File: src/rtl/nodf_module_intf_pkg.sv
// Shared types and defaults for the ap_ctrl transaction monitor.
package nodf_module_intf_pkg;

  localparam int unsigned CNT_W_DEFAULT = 32;

  typedef enum logic [1:0] {
    ST_IDLE      = 2'd0,
    ST_RUN       = 2'd1,
    ST_WAIT_CONT = 2'd2,
    ST_FROZEN    = 2'd3
  } state_t;

endpackage

File: src/rtl/nodf_module_intf_if.sv
// Handshake inputs and statistics outputs of the ap_ctrl monitor.
interface nodf_module_intf_if
  import nodf_module_intf_pkg::*;
#(
  parameter int unsigned CNT_W = CNT_W_DEFAULT
);

  logic             ap_start;
  logic             ap_ready;
  logic             ap_done;
  logic             ap_continue;
  logic             finish;

  state_t           state;
  logic [CNT_W-1:0] start_cnt;
  logic [CNT_W-1:0] done_cnt;
  logic [CNT_W-1:0] last_lat;
  logic [CNT_W-1:0] min_lat;
  logic [CNT_W-1:0] max_lat;
  logic [CNT_W-1:0] last_ii;
  logic             err_done_idle;

  // Environment side: drives the handshake, observes the statistics.
  modport master (
    output ap_start, ap_ready, ap_done, ap_continue, finish,
    input  state, start_cnt, done_cnt, last_lat, min_lat, max_lat,
           last_ii, err_done_idle
  );

  // Monitor side: ap_ready is carried for the record but takes no part in
  // transaction tracking.
  modport slave (
    input  ap_start, ap_done, ap_continue, finish,
    output state, start_cnt, done_cnt, last_lat, min_lat, max_lat,
           last_ii, err_done_idle
  );

endinterface

File: src/rtl/nodf_module_intf_sat_counter.sv
// Saturating counter with synchronous load (priority) and increment.
module sat_counter #(
  parameter int unsigned W = 32
) (
  input  logic         clock,
  input  logic         reset,
  input  logic         load,
  input  logic [W-1:0] load_val,
  input  logic         inc,
  output logic [W-1:0] q
);

  // Load wins over increment; increment sticks at all ones.
  always_ff @(posedge clock or negedge reset) begin
    if (!reset) begin
      q <= '0;
    end else if (load) begin
      q <= load_val;
    end else if (inc && (q != '1)) begin
      q <= q + W'(1);
    end
  end

endmodule

File: src/rtl/nodf_module_intf.sv
// ap_ctrl_chain transaction monitor: counts starts/dones, measures latency
// and start-to-start interval, flags done-while-idle, freezes on finish.
module nodf_module_intf
  import nodf_module_intf_pkg::*;
#(
  parameter int unsigned CNT_W = CNT_W_DEFAULT
) (
  input  logic                clock,
  input  logic                reset,
  nodf_module_intf_if.slave   bus
);

  function automatic logic [CNT_W-1:0] sat_inc(input logic [CNT_W-1:0] v);
    return (v == '1) ? v : v + CNT_W'(1);
  endfunction

  state_t           state_q, state_d;
  logic [CNT_W-1:0] start_cnt_q, done_cnt_q, last_lat_q, min_lat_q;
  logic [CNT_W-1:0] max_lat_q, last_ii_q;
  logic             err_q;
  logic             ii_run_q;

  logic [CNT_W-1:0] lat_q, ii_q, lat_rec;
  logic             accept, done_ev, cont_ev, err_ev, frozen;
  logic             lat_inc, ii_inc;

  // Event decode and next state; finish overrides every other event.
  always_comb begin
    frozen  = (state_q == ST_FROZEN) || bus.finish;
    accept  = (state_q == ST_IDLE) && bus.ap_start && !bus.finish;
    done_ev = !bus.finish && bus.ap_done && ((state_q == ST_RUN) || accept);
    cont_ev = !bus.finish && (state_q == ST_WAIT_CONT) && bus.ap_continue;
    err_ev  = !bus.finish && (state_q == ST_IDLE) && bus.ap_done && !bus.ap_start;
    // The done cycle itself is counted, hence the +1 over the running count.
    lat_rec = accept ? CNT_W'(1) : sat_inc(lat_q);
    lat_inc = (state_q == ST_RUN) && !bus.finish;
    ii_inc  = ii_run_q && !frozen;

    state_d = state_q;
    if (bus.finish) begin
      state_d = ST_FROZEN;
    end else begin
      unique case (state_q)
        ST_IDLE: begin
          if (accept) begin
            if (done_ev) state_d = bus.ap_continue ? ST_IDLE : ST_WAIT_CONT;
            else         state_d = ST_RUN;
          end
        end
        ST_RUN: begin
          if (bus.ap_done) state_d = bus.ap_continue ? ST_IDLE : ST_WAIT_CONT;
        end
        ST_WAIT_CONT: begin
          if (bus.ap_continue) state_d = ST_IDLE;
        end
        ST_FROZEN: state_d = ST_FROZEN;
        default:   state_d = ST_IDLE;
      endcase
    end
  end

  sat_counter #(.W(CNT_W)) u_lat (
    .clock    (clock),
    .reset    (reset),
    .load     (accept),
    .load_val (CNT_W'(1)),
    .inc      (lat_inc),
    .q        (lat_q)
  );

  sat_counter #(.W(CNT_W)) u_ii (
    .clock    (clock),
    .reset    (reset),
    .load     (accept),
    .load_val ('0),
    .inc      (ii_inc),
    .q        (ii_q)
  );

  // State register and registered statistics.
  always_ff @(posedge clock or negedge reset) begin
    if (!reset) begin
      state_q     <= ST_IDLE;
      start_cnt_q <= '0;
      done_cnt_q  <= '0;
      last_lat_q  <= '0;
      min_lat_q   <= '1;
      max_lat_q   <= '0;
      last_ii_q   <= '0;
      err_q       <= 1'b0;
      ii_run_q    <= 1'b0;
    end else begin
      state_q <= state_d;
      if (accept) begin
        start_cnt_q <= sat_inc(start_cnt_q);
        ii_run_q    <= 1'b1;
        if (ii_run_q) last_ii_q <= sat_inc(ii_q);
      end
      if (done_ev) begin
        last_lat_q <= lat_rec;
        if (lat_rec < min_lat_q) min_lat_q <= lat_rec;
        if (lat_rec > max_lat_q) max_lat_q <= lat_rec;
      end
      if ((done_ev && bus.ap_continue) || cont_ev) begin
        done_cnt_q <= sat_inc(done_cnt_q);
      end
      if (err_ev) err_q <= 1'b1;
    end
  end

  assign bus.state         = state_q;
  assign bus.start_cnt     = start_cnt_q;
  assign bus.done_cnt      = done_cnt_q;
  assign bus.last_lat      = last_lat_q;
  assign bus.min_lat       = min_lat_q;
  assign bus.max_lat       = max_lat_q;
  assign bus.last_ii       = last_ii_q;
  assign bus.err_done_idle = err_q;

endmodule

File: src/flat_wrapper.sv
// flat-port wrapper written by rule: the top's interface ports become plain ports
module nodf_module_intf_flat import nodf_module_intf_pkg::*;
#(
  parameter int unsigned CNT_W = CNT_W_DEFAULT
)
  (clock, reset, bus_ap_start, bus_ap_done, bus_ap_continue, bus_finish, bus_state, bus_start_cnt, bus_done_cnt, bus_last_lat, bus_min_lat, bus_max_lat, bus_last_ii, bus_err_done_idle);
  nodf_module_intf_if #(.CNT_W(CNT_W)) bus_i ();
  input  logic clock;
  input  logic reset;
  input wire logic [$bits(bus_i.ap_start)-1:0] bus_ap_start;
  input wire logic [$bits(bus_i.ap_done)-1:0] bus_ap_done;
  input wire logic [$bits(bus_i.ap_continue)-1:0] bus_ap_continue;
  input wire logic [$bits(bus_i.finish)-1:0] bus_finish;
  output wire logic [$bits(bus_i.state)-1:0] bus_state;
  output wire logic [$bits(bus_i.start_cnt)-1:0] bus_start_cnt;
  output wire logic [$bits(bus_i.done_cnt)-1:0] bus_done_cnt;
  output wire logic [$bits(bus_i.last_lat)-1:0] bus_last_lat;
  output wire logic [$bits(bus_i.min_lat)-1:0] bus_min_lat;
  output wire logic [$bits(bus_i.max_lat)-1:0] bus_max_lat;
  output wire logic [$bits(bus_i.last_ii)-1:0] bus_last_ii;
  output wire logic [$bits(bus_i.err_done_idle)-1:0] bus_err_done_idle;
  assign bus_i.ap_start = bus_ap_start;
  assign bus_i.ap_done = bus_ap_done;
  assign bus_i.ap_continue = bus_ap_continue;
  assign bus_i.finish = bus_finish;
  assign bus_state = bus_i.state;
  assign bus_start_cnt = bus_i.start_cnt;
  assign bus_done_cnt = bus_i.done_cnt;
  assign bus_last_lat = bus_i.last_lat;
  assign bus_min_lat = bus_i.min_lat;
  assign bus_max_lat = bus_i.max_lat;
  assign bus_last_ii = bus_i.last_ii;
  assign bus_err_done_idle = bus_i.err_done_idle;
  nodf_module_intf #(.CNT_W(CNT_W)) u_core (.clock(clock), .reset(reset), .bus(bus_i));
endmodule
File: config.mk
export PLATFORM = sky130hd
export DESIGN_NAME = nodf_module_intf_flat
export DESIGN_NICKNAME = d
export VERILOG_FILES = /design/src/rtl/nodf_module_intf_pkg.sv /design/src/rtl/nodf_module_intf_if.sv /design/src/rtl/nodf_module_intf_sat_counter.sv /design/src/rtl/nodf_module_intf.sv /design/src/flat_wrapper.sv
export SDC_FILE = /design/constraint.sdc
export NUM_CORES = 1
export LEC_CHECK = 0
export ABC_AREA = 1
export CAP_MARGIN = 40
export CORE_ASPECT_RATIO = 0.75
export CORE_MARGIN = 2
export CORE_UTILIZATION = 40
export DETAILED_ROUTE_END_ITERATION = 7
export PLACE_DENSITY = 0.6
export SYNTH_ARGS = -nofsm -noshare
export SYNTH_HDL_FRONTEND = slang
export SYNTH_SLANG_ARGS = --single-unit
File: constraint.sdc
create_clock -name clock -period 6.4 [get_ports clock]
set_input_delay 1.6 -clock clock [delete_from_list [all_inputs] [get_ports clock]]
set_output_delay 1.6 -clock clock [all_outputs]
set_load 0.02 [all_outputs]
==> results.sh <==
export IMPL_syn_num_nets=1707
export IMPL_drcViolationCount=0
export IMPL_fin_crit_sh_pct=84.6
export IMPL_initial_utilization_pct=41.0
export IMPL_cts_root_buf="clkbuf_16"
export IMPL_vias=11700
export IMPL_slew_headroom_pct=44.1
export IMPL_synth_area_leaders="dfrtp_1 41%, nand2_1 12%, dfstp_2 6.1%"
export IMPL_setup_viol=0
export IMPL_worstPathRequired_ps=6900
export IMPL_post_drt_via_cell_ratio=5.08
export IMPL_synthToLayoutAreaGrowth_pct=25.0
export IMPL_die_x_um=219
export IMPL_crit_path_end_kind="flop"
export IMPL_drive_gt1_share_pct=8.37
export IMPL_synth_cell_type_count=48
export IMPL_syn_area_mm2=0.0138
export IMPL_die_area_mm2=0.0361
export IMPL_cts_hold_buf=0
export IMPL_finalCriticalPeriod_ps=5420
export IMPL_io_pins=201
export IMPL_htree_num_levels=1
export IMPL_io_buffers=200
export IMPL_critPathLaunchType="primary input"
export IMPL_crit_top_cell="nand2_1"
export IMPL_hold_viol_final=0
export IMPL_vdd_ir_drop_max_v=0.000194
export IMPL_yosys_area_top_type="dfrtp_1"
export IMPL_grt_max_degree=117
export IMPL_cts_buffers=29
export IMPL_ys_warn_count=0
export IMPL_place_area_mm2=0.0164
export IMPL_finalSetupTns_ps=0
export IMPL_cpMaxStageDelayCell="nor4b_1"
export IMPL_leakagePower_nw=8.17
export IMPL_die_h_um=165
export IMPL_cts_tree="built"
export IMPL_fmax_mhz=185
export IMPL_grt_first_pass_wirelength_um=63400
export IMPL_ant_nets=0
export IMPL_synth_seq_cells=260
export IMPL_hold_class="reg -> reg"
export IMPL_clk_path_buf_depth=3
export IMPL_grt_overflow=0
export IMPL_slew_viol_final=0
export IMPL_num_rows=58
export IMPL_critPathMaxFanout=32
export IMPL_finClkSkew_ps=8.94
export IMPL_synthCells=1634
export IMPL_place_gp_congestion=0.910
export IMPL_antenna_found_initial=0
export IMPL_clk_latency_ps=560
export IMPL_cpPeakStageDelay_ps=650
export IMPL_wl_per_cell_um=17.2
export IMPL_cts_sinks=260
export IMPL_track_usage_pct=22.1
export IMPL_critical_path_class="in -> reg"
export IMPL_nNetsFinal=1918
export IMPL_fin_area_mm2=0.0173
export IMPL_drt_iter0_drc=759
export IMPL_cp_cell_sequence="clkdlybuf4s50_1 > nor2_4 > nand2_4 > clkinv_2 > a21oi_1 > ha_1 > nand2_1 > nor2_1 > nand4_1 > nor4b_1 > nand2_2 > nand2_4 > nand2_1 > nand2_1"
export IMPL_run_status="completed"
export IMPL_cts_repair_resized=0
export IMPL_core_mm2=0.0338
export IMPL_synth_top_area_share_pct=41.2
export IMPL_cts_clk_slew_worst_paths_ps=60
export IMPL_grt_pass1_vias=11400
export IMPL_routed_wl_um=39800
export IMPL_yosysSeqAreaShare_pct=47.3
export IMPL_hold_depth=2
export IMPL_reg2reg_depth=20
export IMPL_power_density_mw_per_mm2=377
export IMPL_worstPathArrival_ps=5910
export IMPL_firstDrtPassIters=5
export IMPL_syn_area_per_cell_um2=8.48
export IMPL_rsz0062_at_grt="no"
export IMPL_hpwl_um=28700
export IMPL_n_antenna_cell=0
export IMPL_worstMarginPinSlew_ps=839
export IMPL_postCtsSetupBuffers=0
export IMPL_drv_cap=0
[power by group]
part           leakage [nW]  switching, mW  internal (mW)
clock network         0.444          0.684          0.934
registers              3.36          0.331           2.06
logic                  4.37           1.52          0.988
total                  8.17           2.54           3.98
[synthesized netlist by cell type (all sizes together)]
library cell and count:
clkinv 2, nand3 108, inv 196, o22ai 39
o21ai 64, a21o 18, a211oi 2, xor2 93
nor4 14, ha 67, nor2 90, nor3 43
nand4 34, nand2 439, a2111oi 1, dfstp 32
xnor2 21, dfrtp 228, buf 21, o21bai 2
a21oi 81, o21a 1, o211ai 1, a31oi 2
nor4b 1, o311a 1, clkbuf 28, o221a 1
a221oi 1, nand3b 3
[metrics by stage]
step | total power, mW | worst slack [ps] | std cells | hold WS (ps) | utilization, %
6_report | 6.52 | 985 | 2313 | 473 | 51.2
5_1_grt | 6.94 | 706 | 2313 | 497 | 51.2
4_1_cts | 6.58 | 1080 | 2313 | 475 | 51.2
3_5_place_dp | 4.93 | 491 | 2264 | 465 | 48.5
3_3_place_gp | 4.89 | 511 | 2264 | 461 | 48.5
2_1_floorplan | 3.84 | 2290 | 1634 | 469 | -
[critical path, delay by kind of cell]
family          cells  cell delay (ps)
fa+ha+maj           1              210
compound gates      1              610
simple gates       10             2510
buf+inv             2              940
[registers in the layout, summed over array words and instances (netlist names), 32 cells and up]
register / cells
u_core.bus.done_cnt: 32
u_core.bus.last_ii: 32
u_core.bus.last_lat: 32
u_core.bus.max_lat: 32
u_core.bus.min_lat: 32
u_core.bus.start_cnt: 32
u_core.u_ii.q: 32
u_core.u_lat.q: 32
[cell usage in the layout, fill, tap and decap left out, types with 33 or more instances in the layout]
cell | Yosys | layout
nor2_1 | 74 | 74
nand4_1 | 33 | 33
nand2_1 | 428 | 428
a21oi_1 | 77 | 76
dfrtp_1 | 228 | 228
nor3_1 | 36 | 36
xor2_1 | 93 | 93
o22ai_1 | 39 | 39
nand3_1 | 105 | 105
ha_1 | 67 | 67
clkdlybuf4s50_1 | 0 | 199
o21ai_0 | 62 | 62
inv_1 | 191 | 191
[layer usage]
layer,up-vias,routed length (µm),track usage [%]
met5,-,0,0
met4,0,768,4.61
met3,44,2910,5.16
met2,309,16400,32.0
met1,5644,19700,33.5
li1,5749,-,-
[area by class of cell]
class	instances	area (µm²)
clock buffer	43	838
clock inverter	6	55.1
fill	3234	16500
multi-input combinational	1127	6330
tap	450	563
timing repair buffer	229	2240
inverter	198	744
sequential	260	6550
[cell families after synthesis]
kind of cell	count (synthesis)	synth area share (%)
AO/OA/AOI/OAI	214	8.87
XOR/XNOR	114	7.21
adder cells (fa/ha/maj)	67	6.05
buffers and inverters	247	7.07
flip-flops	260	47.3
AND/OR/NAND/NOR	732	23.5
[worst paths after layout]
check	start	end	slack (ps)
max	bus_finish	u_core.bus.min_lat[4]	980
min	u_core.bus.min_lat[1]	u_core.bus.min_lat[1]	470
max reg2reg	u_core.u_lat.q[0]	u_core.bus.min_lat[4]	1380
min reg2reg	u_core.bus.min_lat[1]	u_core.bus.min_lat[1]	470
max in group asynchronous	reset	u_core.bus.start_cnt[11]	4180
min in group asynchronous	reset	u_core.bus.max_lat[1]	1030
No activity file was read; power rests on OpenSTA's default activity.
